File: config.mk
export PLATFORM = sky130hd
export DESIGN_NAME = timer_countdown
export DESIGN_NICKNAME = d
export VERILOG_FILES = /design/src/rtl/timer_pkg.sv /design/src/rtl/bcd_digit_dec.sv /design/src/rtl/timer_countdown.sv
export SDC_FILE = /design/constraint.sdc
export NUM_CORES = 1
export LEC_CHECK = 0
export BUFFER_PORTS_ARGS = -buffer_cell sky130_fd_sc_hd__buf_2
export CAP_MARGIN = 20
export CORE_MARGIN = 3
export CORE_UTILIZATION = 50
export DETAILED_ROUTE_END_ITERATION = 12
export PLACE_DENSITY = 0.73
export SLEW_MARGIN = 20
export SYNTH_ARGS = -nofsm -noshare
export SYNTH_HDL_FRONTEND = slang
export SYNTH_SLANG_ARGS = --single-unit
File: constraint.sdc
create_clock -name CLK_100HZ -period 7.6 [get_ports CLK_100HZ]
set_clock_uncertainty 0.15 [all_clocks]
set_input_delay 1.52 -clock CLK_100HZ [delete_from_list [all_inputs] [get_ports CLK_100HZ]]
set_output_delay 1.52 -clock CLK_100HZ [all_outputs]
set_load 0.01 [all_outputs]
File: src/rtl/timer_pkg.sv
// -----------------------------------------------------------------------------
// timer_pkg
// Shared types and constants for the keypad countdown timer.
//   state_t / ST_*     : controller state encodings (ST_PAUSE only exists when
//                        TIMER_PAUSE_EN is defined)
//   BCD_MAX_ONES/TENS  : roll-over values for ones and tens digits
//   DONE_CYCLES_DEFAULT: clock cycles spent showing DONE before returning idle
// Optional feature macro: TIMER_PAUSE_EN
// -----------------------------------------------------------------------------
package timer_pkg;

    typedef logic [1:0] state_t;

    localparam state_t ST_IDLE  = 2'd0;
    localparam state_t ST_RUN   = 2'd1;
    localparam state_t ST_DONE  = 2'd2;
`ifdef TIMER_PAUSE_EN
    localparam state_t ST_PAUSE = 2'd3;
`endif

    localparam logic [3:0] BCD_MAX_ONES = 4'd9;
    localparam logic [3:0] BCD_MAX_TENS = 4'd5;

    localparam int DONE_CYCLES_DEFAULT = 300;

    // True when a keypad code is a legal decimal digit.
    function automatic logic is_bcd(input logic [3:0] value);
        return value <= BCD_MAX_ONES;
    endfunction

    // Seconds tens are shifted in unchecked; anything above 5 becomes 5.
    function automatic logic [3:0] clamp_tens(input logic [3:0] value);
        return (value > BCD_MAX_TENS) ? BCD_MAX_TENS : value;
    endfunction

endpackage

File: src/rtl/bcd_digit_dec.sv
// -----------------------------------------------------------------------------
// bcd_digit_dec
// Combinational decrement of one BCD digit with a configurable roll-over value.
// Chained ones -> tens -> minutes, each stage's borrow enabling the next.
//   MAX        : value the digit wraps to when decremented from 0
//   digit      : current digit value
//   dec        : decrement request (borrow in)
//   digit_next : decremented value (equals digit when dec=0)
//   borrow     : high when this digit wrapped and the next digit must decrement
// -----------------------------------------------------------------------------
module bcd_digit_dec
    import timer_pkg::*;
#(
    parameter logic [3:0] MAX = BCD_MAX_ONES
) (
    input  logic [3:0] digit,
    input  logic       dec,
    output logic [3:0] digit_next,
    output logic       borrow
);

    always_comb begin
        borrow     = dec && (digit == 4'd0);
        digit_next = digit;
        if (dec) begin
            digit_next = (digit == 4'd0) ? MAX : digit - 4'd1;
        end
    end

endmodule

File: src/rtl/timer_countdown.sv
// -----------------------------------------------------------------------------
// timer_countdown
// Keypad-fed M:SS countdown timer for the microwave controller.
// Digits are shifted in on LOAD_N strobes, START_N begins a once-per-second
// countdown driven by CLK_1HZ, and DONE is flagged for DONE_CYCLES clocks
// when the count reaches 0:00.
//   CLK_100HZ : system clock, rising edge
//   RST_N     : asynchronous active-low reset
//   D         : BCD digit, sampled on a LOAD_N falling edge
//   LOAD_N    : active-low digit strobe
//   CLK_1HZ   : 1 Hz tick level, each rising edge is one countdown step
//   START_N   : active-low start request
//   STOP_N    : active-low stop/clear request
//   MIN_ONES, SEC_TENS, SEC_ONES : displayed M:SS digits
//   RUNNING   : counting down
//   DONE      : countdown finished
//   ZERO      : all digits are zero
// Optional feature macro: TIMER_PAUSE_EN (stop in RUN pauses instead of
// clearing; a second stop clears).
// -----------------------------------------------------------------------------
module timer_countdown
    import timer_pkg::*;
#(
    parameter int DONE_CYCLES = DONE_CYCLES_DEFAULT
) (
    input  logic       CLK_100HZ,
    input  logic       RST_N,
    input  logic [3:0] D,
    input  logic       LOAD_N,
    input  logic       CLK_1HZ,
    input  logic       START_N,
    input  logic       STOP_N,
    output logic [3:0] MIN_ONES,
    output logic [3:0] SEC_TENS,
    output logic [3:0] SEC_ONES,
    output logic       RUNNING,
    output logic       DONE,
    output logic       ZERO
);

    localparam int              CNT_W    = (DONE_CYCLES > 1) ? $clog2(DONE_CYCLES) : 1;
    localparam logic [CNT_W-1:0] CNT_LAST = CNT_W'(DONE_CYCLES - 1);

    state_t           state;
    logic [3:0]       min_ones;
    logic [3:0]       sec_tens;
    logic [3:0]       sec_ones;
    logic [CNT_W-1:0] done_cnt;

    logic load_prev;
    logic tick_prev;
    logic start_prev;
    logic stop_prev;

    logic load_ev;
    logic tick_ev;
    logic start_ev;
    logic stop_ev;

    logic [3:0] ones_dec;
    logic [3:0] tens_dec;
    logic [3:0] min_dec;
    logic       ones_borrow;
    logic       tens_borrow;
    logic       min_borrow;
    logic       dec_is_zero;

    // An event is the first cycle an input is seen active after being inactive.
    always_comb begin
        load_ev  = !LOAD_N  &&  load_prev;
        tick_ev  =  CLK_1HZ && !tick_prev;
        start_ev = !START_N &&  start_prev;
        stop_ev  = !STOP_N  &&  stop_prev;
    end

    // Ripple borrow chain: ones always decrement on a tick, higher digits
    // only when the digit below wrapped.
    bcd_digit_dec #(.MAX(BCD_MAX_ONES)) u_sec_ones (
        .digit      (sec_ones),
        .dec        (1'b1),
        .digit_next (ones_dec),
        .borrow     (ones_borrow)
    );

    bcd_digit_dec #(.MAX(BCD_MAX_TENS)) u_sec_tens (
        .digit      (sec_tens),
        .dec        (ones_borrow),
        .digit_next (tens_dec),
        .borrow     (tens_borrow)
    );

    bcd_digit_dec #(.MAX(BCD_MAX_ONES)) u_min_ones (
        .digit      (min_ones),
        .dec        (tens_borrow),
        .digit_next (min_dec),
        .borrow     (min_borrow)
    );

    // RUN never holds 0:00, so a borrow out of the minutes digit cannot
    // coincide with a zero result; it is folded in only to keep the test exact.
    always_comb begin
        dec_is_zero = (min_dec == 4'd0) && (tens_dec == 4'd0) &&
                      (ones_dec == 4'd0) && !min_borrow;
    end

    // Main controller. Within a state, events are resolved in the order
    // stop, start, tick, load, so the lower-priority event in a collision
    // is simply dropped.
    always_ff @(posedge CLK_100HZ or negedge RST_N) begin
        if (!RST_N) begin
            state      <= ST_IDLE;
            min_ones   <= 4'd0;
            sec_tens   <= 4'd0;
            sec_ones   <= 4'd0;
            done_cnt   <= '0;
            load_prev  <= 1'b1;
            tick_prev  <= 1'b0;
            start_prev <= 1'b1;
            stop_prev  <= 1'b1;
        end else begin
            load_prev  <= LOAD_N;
            tick_prev  <= CLK_1HZ;
            start_prev <= START_N;
            stop_prev  <= STOP_N;

            case (state)
                ST_IDLE: begin
                    if (stop_ev) begin
                        min_ones <= 4'd0;
                        sec_tens <= 4'd0;
                        sec_ones <= 4'd0;
                    end else if (start_ev) begin
                        if (!ZERO) begin
                            state    <= ST_RUN;
                            sec_tens <= clamp_tens(sec_tens);
                        end
                    end else if (load_ev && is_bcd(D)) begin
                        min_ones <= sec_tens;
                        sec_tens <= sec_ones;
                        sec_ones <= D;
                    end
                end

                ST_RUN: begin
                    if (stop_ev) begin
`ifdef TIMER_PAUSE_EN
                        state <= ST_PAUSE;
`else
                        state    <= ST_IDLE;
                        min_ones <= 4'd0;
                        sec_tens <= 4'd0;
                        sec_ones <= 4'd0;
`endif
                    end else if (tick_ev) begin
                        min_ones <= min_dec;
                        sec_tens <= tens_dec;
                        sec_ones <= ones_dec;
                        if (dec_is_zero) begin
                            state    <= ST_DONE;
                            done_cnt <= '0;
                        end
                    end
                end

                ST_DONE: begin
                    // Any keypad activity acknowledges completion and does
                    // nothing else; otherwise time out after DONE_CYCLES.
                    if (start_ev || stop_ev || load_ev) begin
                        state <= ST_IDLE;
                    end else if (done_cnt == CNT_LAST) begin
                        state <= ST_IDLE;
                    end else begin
                        done_cnt <= done_cnt + CNT_W'(1);
                    end
                end

`ifdef TIMER_PAUSE_EN
                ST_PAUSE: begin
                    if (stop_ev) begin
                        state    <= ST_IDLE;
                        min_ones <= 4'd0;
                        sec_tens <= 4'd0;
                        sec_ones <= 4'd0;
                    end else if (start_ev) begin
                        state <= ST_RUN;
                    end
                end
`endif

                default: begin
                    state <= ST_IDLE;
                end
            endcase
        end
    end

    // Status and display outputs straight from the registers.
    always_comb begin
        MIN_ONES = min_ones;
        SEC_TENS = sec_tens;
        SEC_ONES = sec_ones;
        RUNNING  = (state == ST_RUN);
        DONE     = (state == ST_DONE);
        ZERO     = (min_ones == 4'd0) && (sec_tens == 4'd0) && (sec_ones == 4'd0);
    end

endmodule

==> metrics.txt <==
WP data required=5.93 ns; first-pass GRT wire length=7.62 mm; PwrDens=349 nW/um^2; share of cells above drive strength 1=16.0%; final worst path period share=50.9%; Non-Filler Instances=about 260; Post-Syn Instances=199; gr usage total=22.8%; leakage=0.820 nW; Top FF cell, synth=dfrtp_1; vias=1665; GRT overflow=0; synthesis-to-finish area growth=9.04%; register area share after synthesis=between 30% and 40%; crit path capture type=output pin; vias in the first global route=roughly 1600; area of the multi-input gates=between 900 and 1000 sq um; Hold Path Class=flop to flop; largest net degree at the start of global routing=28; worst-skew pair later-pin latency=about 0.34 ns; Final Cell Area=approximately 1900 sq um; Final Hold Vio Count=0; Worst Max-Slew Pin Slew=0.817 ns; Core Area=3180 sq um; CTS sink cnt=27; final core occ=59.8%; synth unique cells=53; Seq. cell area=679 sq um; Avg WL per Cell=roughly 17 um; Die Ht=65.1 um; dpl cell area=1870 sq um; Ant. Diodes=0; Vias/cell=6.33; CP Launch Type=flop; EDFF count, synth=0; drt total wl=between 4 and 5 mm; most common cell in the netlist=dfrtp_1; Clk pin slew, worst setup/hold paths=between 0.15 and 0.2 ns; largest cells by area after synthesis=dfrtp_1 34%, dfstp_2 4.5%, nand2_1 3.9%; Inserted Clock Buffers=3; setup ws final=3.73 ns; Die ar.=around 4200 sq um; syn nets=approximately 210; RSZ-0062 raised after global routing=no; critical path's slowest cell=nor3b_1; Worst EP arrival=2.20 ns; Final setup viols=0; Residual DRC=0; gpl congestion=0.894; cell row count=20; share of the synthesized area in the top cell type=roughly 34%; fillcell total=~300; IO Pins=25; IR drop worst, VDD=0.000195 V; Critical Path Max Stage Delay=0.54 ns; WS Path Type=flop to output pin; cell taking the most area after synthesis=dfrtp_1; H-tree level count=1; hpwl dp=3.22 mm; max_slew headroom=between 40% and 50%; fin crit period=3.87 ns; Clock Tree Buf Depth=2; antenna violations before repair=0; dpl cells=259; Post-CTS Resized=0; pre-CTS setup slack=4.18 ns; syn avg cell area=~8.8 sq um; DRT antenna net count=0; nets=~230; Max Freq=~260 MHz; Setup Fix Bufs, Post-CTS=0; Hold Buf Count CTS=0; Horiz. Die Dim=~65 um; Pre-antenna DRT Iters=4; Starting Density=a little over half; Setup TNS Final=0 ns; synthesized area=1740 sq um; Critical Path, Cell by Cell=inv_1 > ha_1 > nor3b_1 > and3_1 > buf_2; port bufs=24; initial drt markers=220; top cells by count, synth=24 x dfrtp_1, 18 x nand2_1, 15 x inv_1; CTS tree=yes; root buf cell=clkbuf_4; Async SR Flop Fraction=100%; Synth Warn #=0; flops & latches, synth=27; status=completed; Max Slew Vio Count=0; CP Max Fanout=8; max-cap violation count=0
## metrics by stage
stage               hold WS [ns]  power, W
CTS                        0.374  0.000657
detailed placement         0.353  0.000589
global placement           0.339  0.000585
global route               0.419  0.000723
finish                     0.371  0.000664
floorplan                  0.322  0.000498
## power breakdown
part           switching, W  internal [W]  leakage (nW)
Sequential        0.0000865      0.000189         0.343
Combinational      0.000190      0.000130         0.463
Clock             0.0000477     0.0000202        0.0139
Total              0.000324      0.000339         0.820
## final cells by class
| class | instances | area share (%) |
|---|---|---|
| multi-input combinational | 148 | 50.3 |
| sequential | 27 | 35.7 |
| timing repair buffer | 24 | 6.32 |
| inverter | 16 | 3.16 |
| tap | 44 | 2.89 |
| clock buffer | 3 | 1.18 |
| clock inverter | 1 | 0.395 |
## cells in the final DEF (no fill, tap or decap), drive strengths merged, types with 4 or more instances in the layout
cell type,instances
a211oi,4
a21oi,11
a31oi,5
buf,24
dfrtp,24
ha,4
inv,15
nand2,18
nand2b,6
nand3,6
nor2,10
nor2b,6
nor3,4
nor4,4
o21ai,15
o31ai,8
or3,4
## worst paths after layout
check                                             start                 endpoint  slack, ns  depth (start not counted)
worst max-delay path            SEC_ONES[0]$_DFFE_PN0P_                     ZERO       3.73                          5
worst min-delay path            done_cnt[0]$_DFFE_PN0P_  done_cnt[0]$_DFFE_PN0P_       0.37                          1
worst max register to register  SEC_ONES[0]$_DFFE_PN0P_  done_cnt[5]$_DFFE_PN0P_       4.77                          7
worst min register to register  done_cnt[0]$_DFFE_PN0P_  done_cnt[0]$_DFFE_PN0P_       0.37                          1
max in group asynchronous                         RST_N  SEC_TENS[3]$_DFFE_PN0P_       5.90                          1
min in group asynchronous                         RST_N  SEC_TENS[0]$_DFFE_PN0P_       1.01                          1
## sequential cells by signal, summed over array words and instances, names as in the netlist
name        flops
start_prev      1
load_prev       1
tick_prev       1
MIN_ONES        4
done_cnt        9
SEC_TENS        4
state           2
stop_prev       1
SEC_ONES        4
## cells by family after synthesis
logic type,count (synthesis),synth area share [%]
fa+ha+maj,4,2.87
buf+inv,24,6.17
flops,27,39.0
mux,3,1.72
simple gates,73,23.6
compound gates,68,26.7
## per-layer routing
metal / part of all wire [%] / vias up / global-route usage [%]
met1: 47 / 780 / 34.6
met2: 42 / 91 / 33.0
met3: 9.5 / 6 / 3.81
met5: 0 / - / 0
li1: - / 788 / -
met4: 1.0 / 0 / 6.99
## worst max-delay path, delay by kind of cell, from the launching register on
| family | cells | cell delay, ns |
|---|---|---|
| adder cells (fa/ha/maj) | 1 | 0.27 |
| flip-flops | 1 | 0.49 |
| buffers and inverters | 2 | 0.28 |
| AND/OR/NAND/NOR | 2 | 0.82 |
Power figures use the tool's default switching activity.
